$ cat src/rtl/rr_arb4_enc_pkg.sv
// Shared constants and state type for the four-way round-robin arbiter.
package arb_pkg;

  localparam int unsigned N_REQ = 4;
  localparam int unsigned IDX_W = 2;

  typedef enum logic {
    IDLE  = 1'b0,
    GRANT = 1'b1
  } arb_state_t;

endpackage

$ cat src/rtl/rr_arb4_enc_pick.sv
// Round-robin pick: rotate requests so ptr sits at bit 0, take the lowest set
// bit, then rotate the found offset back into absolute requester numbering.
module rr_pick4
  import arb_pkg::*;
(
  input  logic [N_REQ-1:0] req,
  input  logic [IDX_W-1:0] ptr,
  output logic             any,
  output logic [IDX_W-1:0] idx
);

  logic [2*N_REQ-1:0] dbl;
  logic [N_REQ-1:0]   rot;
  logic [IDX_W-1:0]   off;

  // Rotate, priority-encode from the pointer upward, un-rotate.
  always_comb begin
    dbl = {req, req};
    rot = dbl[ptr +: N_REQ];
    off = '0;
    // Scan downward so the lowest set bit is the last one written.
    for (int unsigned i = N_REQ; i > 0; i--) begin
      if (rot[i-1]) off = IDX_W'(i - 1);
    end
    any = |req;
    idx = off + ptr;
  end

endmodule

$ cat src/rtl/rr_arb4_enc.sv
// Four-requester round-robin arbiter with encoded grant index, hold timeout
// and a mandatory dead cycle between grants.
module rr_arb4_enc
  import arb_pkg::*;
#(
  parameter int unsigned HOLD_MAX = 15
) (
  input  logic             clk,
  input  logic             rst_n,
  input  logic [N_REQ-1:0] req,
  input  logic             done,
  output logic             gnt_valid,
  output logic [IDX_W-1:0] gnt_idx,
  output logic             busy
);

  localparam int unsigned CNT_W = (HOLD_MAX == 0) ? 1 : $clog2(HOLD_MAX + 1);
  localparam logic [CNT_W-1:0] HOLD_LAST = CNT_W'((HOLD_MAX == 0) ? 0 : HOLD_MAX - 1);

  arb_state_t       state, state_nxt;
  logic [IDX_W-1:0] idx_nxt;
  logic [IDX_W-1:0] ptr, ptr_nxt;
  logic [CNT_W-1:0] hold_cnt, cnt_nxt;

  logic             pick_any;
  logic [IDX_W-1:0] pick_idx;
  logic             timeout;
  logic             rel;

  rr_pick4 u_pick (
    .req (req),
    .ptr (ptr),
    .any (pick_any),
    .idx (pick_idx)
  );

  assign timeout   = (HOLD_MAX != 0) && (hold_cnt == HOLD_LAST);
  assign rel       = done || !req[gnt_idx] || timeout;
  assign gnt_valid = (state == GRANT);
  assign busy      = (state == GRANT);

  // Next-state, next index, pointer advance and hold counter.
  always_comb begin
    state_nxt = state;
    idx_nxt   = gnt_idx;
    ptr_nxt   = ptr;
    cnt_nxt   = hold_cnt;
    unique case (state)
      IDLE: begin
        if (pick_any) begin
          state_nxt = GRANT;
          idx_nxt   = pick_idx;
          cnt_nxt   = '0;
        end
      end
      GRANT: begin
        if (rel) begin
          state_nxt = IDLE;
          ptr_nxt   = gnt_idx + IDX_W'(1);
        end else if (HOLD_MAX != 0) begin
          cnt_nxt = hold_cnt + CNT_W'(1);
        end
      end
      default: state_nxt = IDLE;
    endcase
  end

  // State, grant index, pointer and counter registers with synchronous reset.
  always_ff @(posedge clk) begin
    if (!rst_n) begin
      state    <= IDLE;
      gnt_idx  <= '0;
      ptr      <= '0;
      hold_cnt <= '0;
    end else begin
      state    <= state_nxt;
      gnt_idx  <= idx_nxt;
      ptr      <= ptr_nxt;
      hold_cnt <= cnt_nxt;
    end
  end

endmodule

$ cat config.mk
export PLATFORM = sky130hd
export DESIGN_NAME = rr_arb4_enc
export DESIGN_NICKNAME = d
export VERILOG_FILES = /design/src/rtl/rr_arb4_enc_pkg.sv /design/src/rtl/rr_arb4_enc_pick.sv /design/src/rtl/rr_arb4_enc.sv
export SDC_FILE = /design/constraint.sdc
export NUM_CORES = 1
export LEC_CHECK = 0
export ABC_AREA = 1
export CORE_MARGIN = 5
export CORE_UTILIZATION = 40
export CTS_BUF_LIST = sky130_fd_sc_hd__clkbuf_2 sky130_fd_sc_hd__clkbuf_4 sky130_fd_sc_hd__clkbuf_8
export CTS_CLUSTER_SIZE = 14
export DETAILED_ROUTE_END_ITERATION = 10
export DONT_BUFFER_PORTS = 1
export PLACE_DENSITY_LB_ADDON = 0.25
export SLEW_MARGIN = 20
export SYNTH_ARGS = -nofsm -noshare
export SYNTH_HDL_FRONTEND = slang
export SYNTH_SLANG_ARGS = --single-unit
$ cat constraint.sdc
create_clock -name clk -period 2.1 [get_ports clk]
set_input_delay 0.42 -clock clk [delete_from_list [all_inputs] [get_ports clk]]
set_output_delay 0.42 -clock clk [all_outputs]
set_load 0.1 [all_outputs]
== Word level (Yosys, flattened, before mapping) ==
Index checks and enable logic that the tools add are counted.
Word-level totals
  flip-flop bits (word level): 9
  input port bits: 7
  output and inout bits: 4
Operators by class
  reduce and logical (&&, ||, !) cells: 7
  bitwise logic cells: 1
  $add $sub $neg: 3
  shift operators: 1
  multiplexer cells: 12
  eq/ne operators: 3
  $lt $le $gt $ge: 1
Operators by type and width (number)
  two-way mux 2 bit: 4
  two-way mux 4 bit: 2
  one-hot mux 4 bit (2 select lines): 1
  indexed part select 8 x 3 -> 4 bit: 1
  AND reduction 2 bit: 3
  adder 4 x 1 -> 4 bit (second input constant): 1
  equality test 4 bit (second input constant): 1
  != test 2 bit (second input constant): 2
  OR reduction 4 bit: 1
  less-than comparator 2 x 3 -> 1 bit (second input constant): 1
  two-way mux 1 bit: 3
  adder 2 x 1 -> 2 bit (second input constant): 1
  adder 2 bit: 1
  binary-select mux 1 bit (select 2 bit): 1
  logical OR 1 bit: 2
  one-hot mux 1 bit (2 select lines): 1
  zero test 1 bit: 1
  NOT 1 bit: 1

== Longest topological paths before layout ==
  depth in word-level cells: 7
  gate-level depth with buffers: 12
  gate-level depth less buffers: 12

== Hierarchy ==
Synthesis repeated with hierarchy kept, for this count alone.
Second synthesis, totals
  cell total of the unflattened synthesis: 104
  area total of the unflattened synthesis: 690.7 µm²
By module, submodules not included
  rr_arb4_enc: area an instance 523.0 µm², seq. area each 180.2 µm², instances 1, cells each 69
  rr_pick4: area an instance 167.7 µm², seq. area each 0.0 µm², instances 1, cells each 35

== Worst setup path before layout ==
No wires, ideal clock.
  kind: register to register
  from: register gnt_idx[0]
  to: register hold_cnt[0]
  required time: 1.983 ns
  path slack: 0.231 ns
  cell stages (with the launch flop): 8
  data arrival time: 1.752 ns
  cells stage by stage: dfxtp_1 -> inv_2 -> o211ai_2 -> nand3_2 -> inv_2 -> nor2_1 -> nor2_1 -> nor2_1
Between the ends
  cells in the longest elaborated chain, start to end: 7
Ends and longest elaborated chain
  start, declared: line rr_arb4_enc.sv:13  | output logic [IDX_W-1:0] gnt_idx,
  start signal, assigned: line rr_arb4_enc.sv:77  | gnt_idx <= idx_nxt;
  binary-select mux 1 bit (select 2 bit): line rr_arb4_enc.sv:38  | assign rel = done || !req[gnt_idx] || timeout;
  two-way mux 1 bit (implied by the code): line rr_arb4_enc.sv:38
  zero test 1 bit: line rr_arb4_enc.sv:38
  logical OR 1 bit (2 in a row): line rr_arb4_enc.sv:38
  != test 2 bit (no source line)
  AND reduction 2 bit (no source line)
  end signal, assigned: line rr_arb4_enc.sv:79  | hold_cnt <= cnt_nxt;
  end, declared: line rr_arb4_enc.sv:23  | logic [CNT_W-1:0] hold_cnt, cnt_nxt;
No other way between the ends. The select of a mux whose other input is x is not followed.
A chain may end at the register's enable or synchronous reset.

== Worst setup path in the final report ==
  from: register ptr[0]
  to: register gnt_idx[1]
Between the ends
  cells in the longest elaborated chain, start to end: 6
Ends and longest elaborated chain
  start, declared: line rr_arb4_enc.sv:22  | logic [IDX_W-1:0] ptr, ptr_nxt;
  start signal, assigned: line rr_arb4_enc.sv:78  | ptr <= ptr_nxt;
  indexed part select 8 x 3 -> 4 bit: line rr_arb4_enc_pick.sv:19  | rot = dbl[ptr +: N_REQ];
  two-way mux 2 bit (4 in a row): line rr_arb4_enc_pick.sv:23  | if (rot[i-1]) off = IDX_W'(i - 1);
  adder 2 bit (*): line rr_arb4_enc_pick.sv:26  | idx = off + ptr;
Every way passes the cells marked *; elsewhere a longest branch is shown, timed or not.

==> results.yml <==
outcome:
  outcome: "completed"
global_route:
  use_met1_pct: 13.6
  overflow: 0
  groute.usage.overall_pct: 11.1
  grt_pass1_wl_um: 2180
  use_met2_pct: 18.2
  grt_max_degree: 8
  use_met3_pct: 2.11
  antenna_found_initial: 0
  grt.busiest_layer: "met2"
  grt_pass1_vias: 534
power_and_ir_drop:
  intPower_mw: 0.324
  clkPwrFrac_pct: 23.6
  switching_share_pct: 44.7
  seqPwrFrac_pct: 35.5
  cellLeakagePower_nw: 0.357
  switching_power_mw: 0.262
  p_per_area_nw_per_um2: 837
  peakVddDrop_uv: 574
  p_total_mw: 0.587
  comb_power_share_pct: 40.9
clock_network:
  insertion_delay_ns: 0.27
  cts_made_buffers: 3
  cts-root-buf: "clkbuf_4"
  hold_buffers: 0
  cts_setup_buffers: 0
  cts_resized: 0
  clk_pin_slew_ns: 0.07
  h-tree-depth: 1
  cts_buffer_depth: 2
  cts_tree: "built"
  clock-sinks: 9
sta:
  period_needed_ns: 1.70
  holdWs_ns: 0.277
  tightest_slew_ns: 0.292
  slew_viol_final: 0
  tns_ns: 0
  rsz0062_at_grt: "no"
  fmax_mhz: 589
  finalHoldViolCount: 0
  finalSetupViolCount: 0
  skew_ns: 0.00810
  finalCritPeriodShare_pct: 80.9
  slew_headroom_pct: 80.5
logic_synthesis:
  synth_top_cell_area_share_pct: 28.4
  ys_seq_area_share_pct: 28.4
  yosys_warnings: 0
  synth_largest_area_cell: "dfxtp_1"
  synth_area_um2: 634
  synth_area_leaders: "dfxtp_1, nand2_1, nand3_1"
  synth.distinct_cells: 19
  synth_nets: 109
  syn_inst: 99
  avgSynthCellArea_um2: 6.41
  ys_seq_elements: 9
floorplanning:
  placementRows: 14
  die_width_um: 49.8
  initial_utilization_pct: 42.1
  coreArea_um2: 1510
  die_area_um2: 2480
  io_pins: 11
  die_height_um: 49.8
setup_path:
  required_ns: 2.26
  ff2ff_path_depth: 11
  r2r-start: "ptr[0]"
  crit_start: "ptr[0]"
  rrSetupSlack_ns: 0.40
  timing_worst_setup_path_type: "reg -> reg"
  worstPathArrival_ns: 1.86
  critPathCapture: "gnt_idx[1]"
  worst_setup_path_end_kind: "flop"
  start_kind: "flop"
  timing.rr.end: "gnt_idx[1]"
  crit_path_max_fanout: 7
final_layout:
  insertedDiodeCount: 0
  multi_input_area_um2: 385
  layout_commonest_cell: "nand2_1"
  final_nets: 116
  stdcell_area_um2: 701
  drive_above_1_share_pct: 17.1
  fillers: 163
  final_util_pct: 46.5
  area_growth_pct: 10.5
  final_cell_mix: "nand2_1, nand3_1, inv_1, nor2_1, dfxtp_1"
  seqCellArea_um2: 181
place:
  port_buffers: 0
  gp_congestion: 0.787
  dpl-instance-area_um2: 673
  dp_hpwl_um: 1050
drt:
  wirelength_um: 1270
  first_pass_iters: 4
  drc_errors: 0
  antenna_left: 0
  vias: 603
  avgViaCountPerCell: 4.98
  drt-initial-drc-count: 9
  wl_per_cell_um: 10.5
run:
  cap_violations: 0
worst_hold_path:
  hp-class: "in -> reg"
  whs_path_depth: 2
==> kinds of logic (layout without fill, tap and decap cells) <==
logic type	Yosys count	in the layout	share of synthesized area (%)
simple gates	51	51	34.1
buf+inv	17	23	10.8
compound gates	15	15	15.2
flops	9	9	28.4
xor+xnor	4	4	5.52
fa+ha+maj	3	3	5.92
==> worst min-delay path by stage <==
stage / from / to / slack [ns]
floorplan: hold_cnt[3] / hold_cnt[3] / 0.48
global placement: hold_cnt[3] / hold_cnt[3] / 0.50
detailed placement: hold_cnt[3] / hold_cnt[3] / 0.52
CTS: rst_n / ptr[1] / 0.28
global route: rst_n / ptr[1] / 0.29
finish: rst_n / ptr[0] / 0.28
==> cell usage after synthesis <==
| cell | count |
|---|---|
| nand2_1 | 26 |
| nand3_2 | 1 |
| clkinv_1 | 1 |
| inv_2 | 4 |
| a21oi_2 | 2 |
| dfxtp_1 | 9 |
| buf_2 | 1 |
| xnor2_1 | 1 |
| o21ai_2 | 1 |
| o211ai_2 | 1 |
| a21oi_1 | 5 |
| xor2_1 | 3 |
| nand3_1 | 15 |
| nor2_1 | 9 |
| a21boi_1 | 1 |
| o21ai_0 | 5 |
| buf_4 | 1 |
| inv_1 | 10 |
| ha_1 | 3 |
==> through the flow <==
step | setup slack, ns | cells
2_1_floorplan | 0.231 | 99
3_3_place_gp | 0.467 | 117
3_5_place_dp | 0.400 | 117
4_1_cts | 0.394 | 121
5_1_grt | 0.195 | 121
6_report | 0.402 | 121
==> flip-flops by register name, indices dropped and copies added, names as in the netlist <==
| signal | cells |
|---|---|
| ptr | 2 |
| gnt_idx | 2 |
| busy | 1 |
| hold_cnt | 4 |
==> power by group through the flow <==
| stage | logic [mW] | registers, mW | clock network [mW] |
|---|---|---|---|
| global placement | 0.238 | 0.212 | 0 |
| floorplan | 0.142 | 0.272 | 0 |
| finish | 0.240 | 0.209 | 0.138 |
| CTS | 0.242 | 0.208 | 0.142 |
| detailed placement | 0.241 | 0.212 | 0 |
| global route | 0.267 | 0.212 | 0.149 |
==> worst max-delay path, cell delays in order, from the launching register on <==
cell	delay (ns)
dfxtp_1	0.45
inv_2	0.08
nand2_1	0.08
nand3_1	0.07
nand2_1	0.10
nand3_1	0.07
a21boi_1	0.15
ha_1	0.18
xor2_1	0.19
nand3_1	0.10
nand2_1	0.08
a21oi_2	0.05
==> layer usage <==
metal | up-vias | wire [um]
met2 | 18 | 574
li1 | 329 | -
met1 | 254 | 607
met4 | 0 | 24
met5 | - | 0
met3 | 2 | 68
==> cell type report <==
type,instances,share of cell area [%]
clock inverter,1,0.714
sequential,9,25.9
inverter,15,8.04
multi-input combinational,73,55.0
timing repair buffer,4,4.29
tap,16,2.86
clock buffer,3,3.21
Note: power is estimated with default switching activity, not from simulation.
